==> src/rtl/imm_pack_loader_pkg.sv <==
// Shared definitions for the immediate packer/loader: immediate format codes
// (same encoding as the decoder) and the loader FSM state encoding.
package imm_pack_loader_pkg;

  typedef enum logic [1:0] {
    IMM_I = 2'b00,
    IMM_S = 2'b01,
    IMM_B = 2'b10,
    IMM_J = 2'b11
  } immsrc_e;

  typedef enum logic [1:0] {
    ST_IDLE = 2'b00,
    ST_LOAD = 2'b01,
    ST_DONE = 2'b10
  } state_e;

endpackage

==> src/rtl/imm_pack_loader_pack.sv <==
// Combinational packer: scatters an immediate into I/S/B/J instruction bit
// positions over a template word and flags immediates the format cannot hold.
module imm_pack
  import imm_pack_loader_pkg::*;
(
  input  logic [1:0]  immsrc,
  input  logic [31:0] imm,
  input  logic [31:0] template,
  output logic [31:0] word,
  output logic        legal
);

  always_comb begin
    word  = template;
    legal = 1'b0;
    case (immsrc_e'(immsrc))
      IMM_I: begin
        word[31:20] = imm[11:0];
        legal       = (&imm[31:11]) | ~(|imm[31:11]);
      end
      IMM_S: begin
        word[31:25] = imm[11:5];
        word[11:7]  = imm[4:0];
        legal       = (&imm[31:11]) | ~(|imm[31:11]);
      end
      IMM_B: begin
        word[31]    = imm[12];
        word[30:25] = imm[10:5];
        word[11:8]  = imm[4:1];
        word[7]     = imm[11];
        legal       = ((&imm[31:12]) | ~(|imm[31:12])) & ~imm[0];
      end
      IMM_J: begin
        word[31]    = imm[20];
        word[30:21] = imm[10:1];
        word[20]    = imm[11];
        word[19:12] = imm[19:12];
        legal       = ((&imm[31:20]) | ~(|imm[31:20])) & ~imm[0];
      end
    endcase
  end

endmodule

==> src/rtl/imm_pack_loader.sv <==
// Loader session FSM: accepts packed instruction words and writes the legal
// ones to consecutive instruction-memory addresses, counting and flagging drops.
module imm_pack_loader
  import imm_pack_loader_pkg::*;
#(
  parameter int unsigned ADDR_W = 8
) (
  input  logic              clk,
  input  logic              reset,
  input  logic              start,
  input  logic              finish,
  input  logic              in_valid,
  output logic              in_ready,
  input  logic [1:0]        immsrc,
  input  logic [31:0]       imm,
  input  logic [31:0]       template,
  output logic              mem_we,
  output logic [ADDR_W-1:0] mem_addr,
  output logic [31:0]       mem_wdata,
  output logic              busy,
  output logic              done,
  output logic              err,
  output logic [ADDR_W:0]   word_count
);

  state_e            state, state_nx;
  logic [ADDR_W-1:0] addr;
  logic [31:0]       packed_word;
  logic              legal;
  logic              xfer, wr, last;

  imm_pack u_pack (
    .immsrc   (immsrc),
    .imm      (imm),
    .template (template),
    .word     (packed_word),
    .legal    (legal)
  );

  assign in_ready = (state == ST_LOAD);
  assign busy     = (state == ST_LOAD);
  assign done     = (state == ST_DONE);
  assign xfer     = in_valid && in_ready;
  assign wr       = xfer && legal;
  assign last     = (addr == '1);

  always_comb begin
    state_nx = state;
    if (start) begin
      state_nx = ST_LOAD;
    end else if (state == ST_LOAD && (finish || (wr && last))) begin
      state_nx = ST_DONE;
    end
  end

  always_ff @(posedge clk or posedge reset) begin
    if (reset) begin
      state <= ST_IDLE;
    end else begin
      state <= state_nx;
    end
  end

  // start wins over a coincident transfer, so the datapath only moves when start is low
  always_ff @(posedge clk or posedge reset) begin
    if (reset) begin
      addr       <= '0;
      word_count <= '0;
      err        <= 1'b0;
      mem_we     <= 1'b0;
      mem_addr   <= '0;
      mem_wdata  <= '0;
    end else if (start) begin
      addr       <= '0;
      word_count <= '0;
      err        <= 1'b0;
      mem_we     <= 1'b0;
    end else begin
      mem_we <= wr;
      if (wr) begin
        mem_addr   <= addr;
        mem_wdata  <= packed_word;
        word_count <= word_count + (ADDR_W+1)'(1);
        if (!last) begin
          addr <= addr + ADDR_W'(1);
        end
      end
      if (xfer && !legal) begin
        err <= 1'b1;
      end
    end
  end

endmodule

==> config.mk <==
export PLATFORM = sky130hd
export DESIGN_NAME = imm_pack_loader
export DESIGN_NICKNAME = d
export VERILOG_FILES = /design/src/rtl/imm_pack_loader_pkg.sv /design/src/rtl/imm_pack_loader_pack.sv /design/src/rtl/imm_pack_loader.sv
export SDC_FILE = /design/constraint.sdc
export NUM_CORES = 1
export LEC_CHECK = 0
export CORE_MARGIN = 5
export CORE_UTILIZATION = 55
export DETAILED_ROUTE_END_ITERATION = 8
export DONT_BUFFER_PORTS = 1
export PLACE_DENSITY = 0.73
export SLEW_MARGIN = 20
export SYNTH_ARGS = -nofsm -noshare
export SYNTH_HDL_FRONTEND = slang
export SYNTH_SLANG_ARGS = --single-unit
==> constraint.sdc <==
create_clock -name clk -period 2.06 [get_ports clk]
set_input_delay 0.206 -clock clk [delete_from_list [all_inputs] [get_ports clk]]
set_output_delay 0.206 -clock clk [all_outputs]
set_load 0.005 [all_outputs]
-- After elaboration in Yosys (flattened, before gate mapping)
Cells that the tools add are included.
- bits in registers: 61
- input bits: 71
- output and inout bits: 54
- word-level logic and storage cells: 61
- add/sub/neg operators: 2
- eq/ne operators: 7
- multiplexer cells: 15
- bitwise gates (word level): 10
- reduce and logical (&&, ||, !) cells: 20
- operator list (operator ; number):
    8-bit 2-to-1 mux ; 4
    7-bit case mux with 3 select lines ; 1
    21-bit AND reduction ; 1
    21-bit OR reduction ; 1
    5-bit case mux with 2 select lines ; 2
    20-bit AND reduction ; 1
    20-bit OR reduction ; 1
    9-bit 2-to-1 mux ; 2
    12-bit AND reduction ; 1
    12-bit OR reduction ; 1
    9-bit by 1-bit adder with 9-bit output, second input constant ; 1
    8-bit by 1-bit adder with 8-bit output, second input constant ; 1
    8-bit == test, second input constant ; 1
    2-bit == test, second input constant ; 3
    2-bit nonzero test ; 3
    1-bit logical AND ; 5
    1-bit NOT ; 5
    2-bit by 1-bit == test with 1-bit output, second input constant ; 2
    2-bit 2-to-1 mux ; 2
    2-bit AND reduction ; 2
    1-bit 2-to-1 mux ; 3
    1-bit bitwise OR ; 3
    1-bit case mux with 3 select lines ; 1
    1-bit bitwise AND ; 2
    5 further kinds ; 5

-- Depth between registers and ports, before layout
- depth in word-level cells: 11
- depth in mapped cells: 11
- mapped depth without buffers: 8

-- Modules after synthesis
Synthesis repeated with hierarchy kept, for this count alone.
- cell total of the unflattened synthesis: 279
- area, all modules: 3095.5 sq um
- by module, submodules not included (module ; times used ; cells an instance ; area an instance (sq um) ; sequential area each (sq um)):
    imm_pack_loader ; 1 ; 188 ; 2499.9 ; 1526.5
    imm_pack ; 1 ; 91 ; 595.6 ; 0.0

-- Worst setup path after synthesis
No wires, ideal clock.
- path kind: input to register
- from: input port immsrc[0]
- to: register mem_wdata[0]
- library setup time: 125 ps
- data arrival time: 1983 ps
- data required time: 1935 ps
- setup slack: -48 ps
- stages on the path: 10
- path buffers: 2
- cell sequence: inv_1 -> ha_1 -> nor2_1 -> a2111oi_0 -> a32o_1 -> a221oi_2 -> buf_6 -> nor2_2 -> buf_4 -> mux2_2
- longest elaborated chain between the ends: 5
- elaborated cells between the ends (all ways): 8
- classes of those cells: eq/ne: 3; mux: 1; reduce/logical: 4
- ends and longest elaborated chain (what ; line ; source):
    from (decl) ; imm_pack_loader.sv:14 ; input logic [1:0] immsrc,
    2-bit by 1-bit == test with 1-bit output / 2-bit zero test (equally long branches) ; imm_pack_loader_pack.sv:16 ; case (immsrc_e'(immsrc))
    2-bit OR reduction (no line) ; n/a ;
    1-bit case mux with 3 select lines * ; imm_pack_loader_pack.sv:16 ;
    1-bit logical AND * ; imm_pack_loader.sv:44 ; assign wr = xfer && legal;
    2-bit AND reduction (no line) * ; n/a ;
    to (signal assigned) ; imm_pack_loader.sv:82 ; mem_wdata <= packed_word;
    to (decl) ; imm_pack_loader.sv:19 ; output logic [31:0] mem_wdata,
Mark *: on every way between the ends. The rest lies on a longest branch, timed or not.
A chain may end at the register's enable or synchronous reset.

-- Worst setup path in the final report
- from: register state[1]
- to: register addr[7]
- longest elaborated chain between the ends: 5
- ends and longest elaborated chain (what ; line ; source):
    from (decl) ; imm_pack_loader.sv:26 ; state_e state, state_nx;
    from (signal assigned) ; imm_pack_loader.sv:60 ; state <= state_nx;
    2-bit by 1-bit == test with 1-bit output ; imm_pack_loader.sv:40 ; assign in_ready = (state == ST_LOAD);
    1-bit logical AND ; imm_pack_loader.sv:43 ; assign xfer = in_valid && in_ready;
    1-bit logical AND ; imm_pack_loader.sv:44 ;
    2-bit nonzero test (no line) ; n/a ;
    2-bit AND reduction (no line) ; n/a ;
    to (signal assigned) ; imm_pack_loader.sv:85 ; addr <= addr + ADDR_W'(1);
    to (decl) ; imm_pack_loader.sv:27 ; logic [ADDR_W-1:0] addr;
Every way passes these cells.

==> flow_metrics.py <==
metrics = {
    "yosys": {
        "syn-cell-area_um2": 3080,
        "ys.flop_type": "dfrtp_1",
        "synth_cells": 297,
        "syn_nets": 374,
        "synth_top_area_share_pct": 49.55,
        "synth_seq_area_share_pct": 49.55,
        "synth-seq-cells": 61,
        "ys_top_cells_by_area": "dfrtp_1 (50%), mux2_2 (9.1%), o21ai_0 (7.1%), nor2b_1 (3.0%), mux2i_1 (2.9%)",
        "ys_warn_count": 0,
        "synth.most_common_cell": "dfrtp_1",
        "synthArstFlopShare_pct": 100.0,
        "synth_edf_count": 0,
        "synthTopCellsByCount": "dfrtp_1 (61), o21ai_0 (44), mux2_2 (25)",
        "post_synth_num_cell_types": 43,
        "syn_avg_cell_area_um2": 10.37,
        "synth_top_area_cell": "dfrtp_1",
    },
    "placement": {
        "place_hpwl_mm": 5.205,
        "place.gp.congestion": 0.7973,
        "placed_cell_area_um2": 3291,
        "port-buffer-count": 0,
    },
    "route": {
        "ant_nets": 0,
        "drt_iter0_markers": 187,
        "drt-wirelength-per-cell_um": 18.76,
        "remaining_drc_errors": 0,
        "vias": 2420,
        "via_per_inst": 6.189,
        "firstDrtPassIters": 4,
        "wl_mm": 7.337,
    },
    "worst_setup_path": {
        "arrival_ps": 2270,
        "cp_data_required_time_ps": 2320,
        "startpoint_type": "flip-flop",
        "worst_setup_path_end_kind": "flip-flop",
        "crit_type": "reg -> reg",
        "cp_max_fo": 21,
    },
    "pwr": {
        "switching_share_pct": 21.43,
        "ir_drop_uv": 385.2,
        "p_sw_mw": 0.5667,
        "total_power_mw": 2.644,
        "power.internal_mw": 2.078,
        "pwr-share-clk_pct": 48.4,
        "p_seq_share_pct": 45.7,
        "power_leakage_nw": 1.626,
        "powerDensity_nw_per_um2": 733.1,
        "combPwrFrac_pct": 6.0,
    },
    "global_routing": {
        "grt_antenna_before_repair": 0,
        "grt_pass1_wl_mm": 11.88,
        "grt_max_degree": 43,
        "gr-usage-all-layers_pct": 20.48,
        "grt_pass1_vias": 2476,
        "grt.overflow.total": 0,
    },
    "final_layout": {
        "final_area_um2": 3607,
        "nNetsFinal": 391,
        "num_antenna_cells": 0,
        "area_delta_synth_final_pct": 17.10,
        "multiInputGateArea_um2": 1491,
        "n_fill_cell": 438,
        "regArea_um2": 1526,
        "final_layout_size_suffix_gt1_share_pct": 22.88,
    },
    "outcome": {
        "run_status": "finished, final reports clean",
    },
    "clock_network": {
        "cts_sinks": 61,
        "clk_latency_ps": 340,
        "cts_max_level": 3,
        "root_buffer": "clkbuf_8",
        "cts-buffers-inserted": 9,
        "cts.clk_slew.worst_paths_ps": 70,
        "clock_path_buffers": 2,
        "cts_tree": "done",
    },
    "sta": {
        "worst_slew_margin_rel_pct": 68.28,
        "fin_crit_ps": 2004,
        "fmax_mhz": 499.1,
        "tightest_slew_ps": 474.2,
        "rsz0062_at_grt": "false",
        "hold_ws_ps": 17.38,
        "finalHoldViolations": 0,
        "finalMaxSlewViolations": 0,
        "fin_crit_sh_pct": 97.26,
        "setup_viol": 0,
        "clock_skew_ps": 6.572,
    },
    "run": {
        "maxCapViolCount": 0,
    },
    "floorplan": {
        "io_pins": 125,
        "die_height_um": 84.84,
        "dieArea_um2": 7198,
        "fp.dieW_um": 84.84,
        "rows": 27,
        "initial_core_util_pct": 56.29,
        "design.core.area_um2": 5473,
    },
    "worst_hold_path": {
        "hold_path.class": "in -> reg",
    },
}
## final cells by class
| class | instances | area share, % |
|---|---|---|
| sequential | 61 | 42.32 |
| multi-input combinational | 212 | 41.35 |
| timing repair buffer | 23 | 6.486 |
| clock buffer | 10 | 3.538 |
| clock inverter | 6 | 3.087 |
| tap | 72 | 2.497 |
| inverter | 7 | 0.7284 |
## kinds of logic after synthesis
logic type	Yosys count	synth area share, %
buf+inv	25	3.940
simple gates	91	16.49
mux	34	12.06
flops	61	49.55
fa+ha+maj	6	2.437
xor+xnor	1	0.2844
compound gates	79	15.23
## final timing paths
check / slack (ps) / from / depth (start not counted) / endpoint
max: 60 / state[1]$_DFFE_PP0P_ / 8 / addr[7]$_DFFE_PP0P_
min: 20 / imm[6] / 1 / mem_wdata[26]$_DFFE_PP0P_
max reg2reg: 60 / state[1]$_DFFE_PP0P_ / 8 / addr[7]$_DFFE_PP0P_
min reg2reg: 540 / mem_wdata[28]$_DFFE_PP0P_ / 1 / mem_wdata[28]$_DFFE_PP0P_
max in group asynchronous: 1160 / reset / 3 / mem_we$_DFF_PP0_
min in group asynchronous: 330 / reset / 2 / mem_wdata[29]$_DFFE_PP0P_
## metal layers
layer	vias up	routed length, um	global-route usage (%)	part of all wire [%]
met5	-	0	0	0
li1	1127	-	-	-
met3	12	696	7.379	9.5
met4	0	99	6.619	1.3
met2	101	3570	33.31	49
met1	1180	2971	25.53	40
## through the flow
step	utilization, %	instances	setup WS (ps)	TNS [ps]
final	65.91	391	56.38	0
after detailed placement	60.13	371	-250.6	-8178
after CTS	65.27	389	26.56	0
after global routing	65.91	391	11.04	0
after global placement	60.13	371	-182.0	-5663
after floorplan	-	297	2.015	0
## flip-flops by register name, summed over array words and instances (netlist names)
register	cells
addr	8
mem_wdata	32
mem_addr	8
word_count	9
mem_we	1
err	1
state	2
## layout by cell type, fill, tap and decap left out, drive strengths merged, types with 2 or more instances in the layout
cell and n:
inv 7, nand4 6, clkinv 2, nor4 4, clkbuf 10, dfrtp 61, bufinv 3, o21ai 45
nor2 19, or2 2, and4 3, or4 9, and3 3, nor2b 15, o31ai 4, a22oi 6
dlygate4sd3 3, a221oi 2, ha 6, a211oi 2, nor3 4, nand3 10, nand2 9, buf 20
mux2 25, a21oi 12, nand2b 4, o21a 2, mux2i 9
## worst max-delay path, stage by stage (launching register included)
cell and delay (ps):
dfrtp_1 410, nor2b_4 140, and2_4 180, o211a_1 200, a221oi_4 50, buf_12 170, buf_4 140, or4_1 490
a21oi_1 150
## power groups by stage
stage	sequential (mW)	combinational (mW)	clock, mW
after floorplan	1.23	0.107	0
after global placement	1.23	0.143	0
after detailed placement	1.23	0.146	0
after CTS	1.21	0.155	1.30
after global routing	1.21	0.178	1.37
final	1.21	0.157	1.28
## what timing repair did
action / 4_1_cts / 5_1_grt
hold buffers: 2 / 1
resized for setup: 6 / 5
setup buffers: 0 / 0
cloned: 0 / 1
setup endpoints to repair: 29 / 16
pin swaps: 0 / 1
endpoints found under the hold margin: 30 / 1
(Power assumes the default switching activity.)
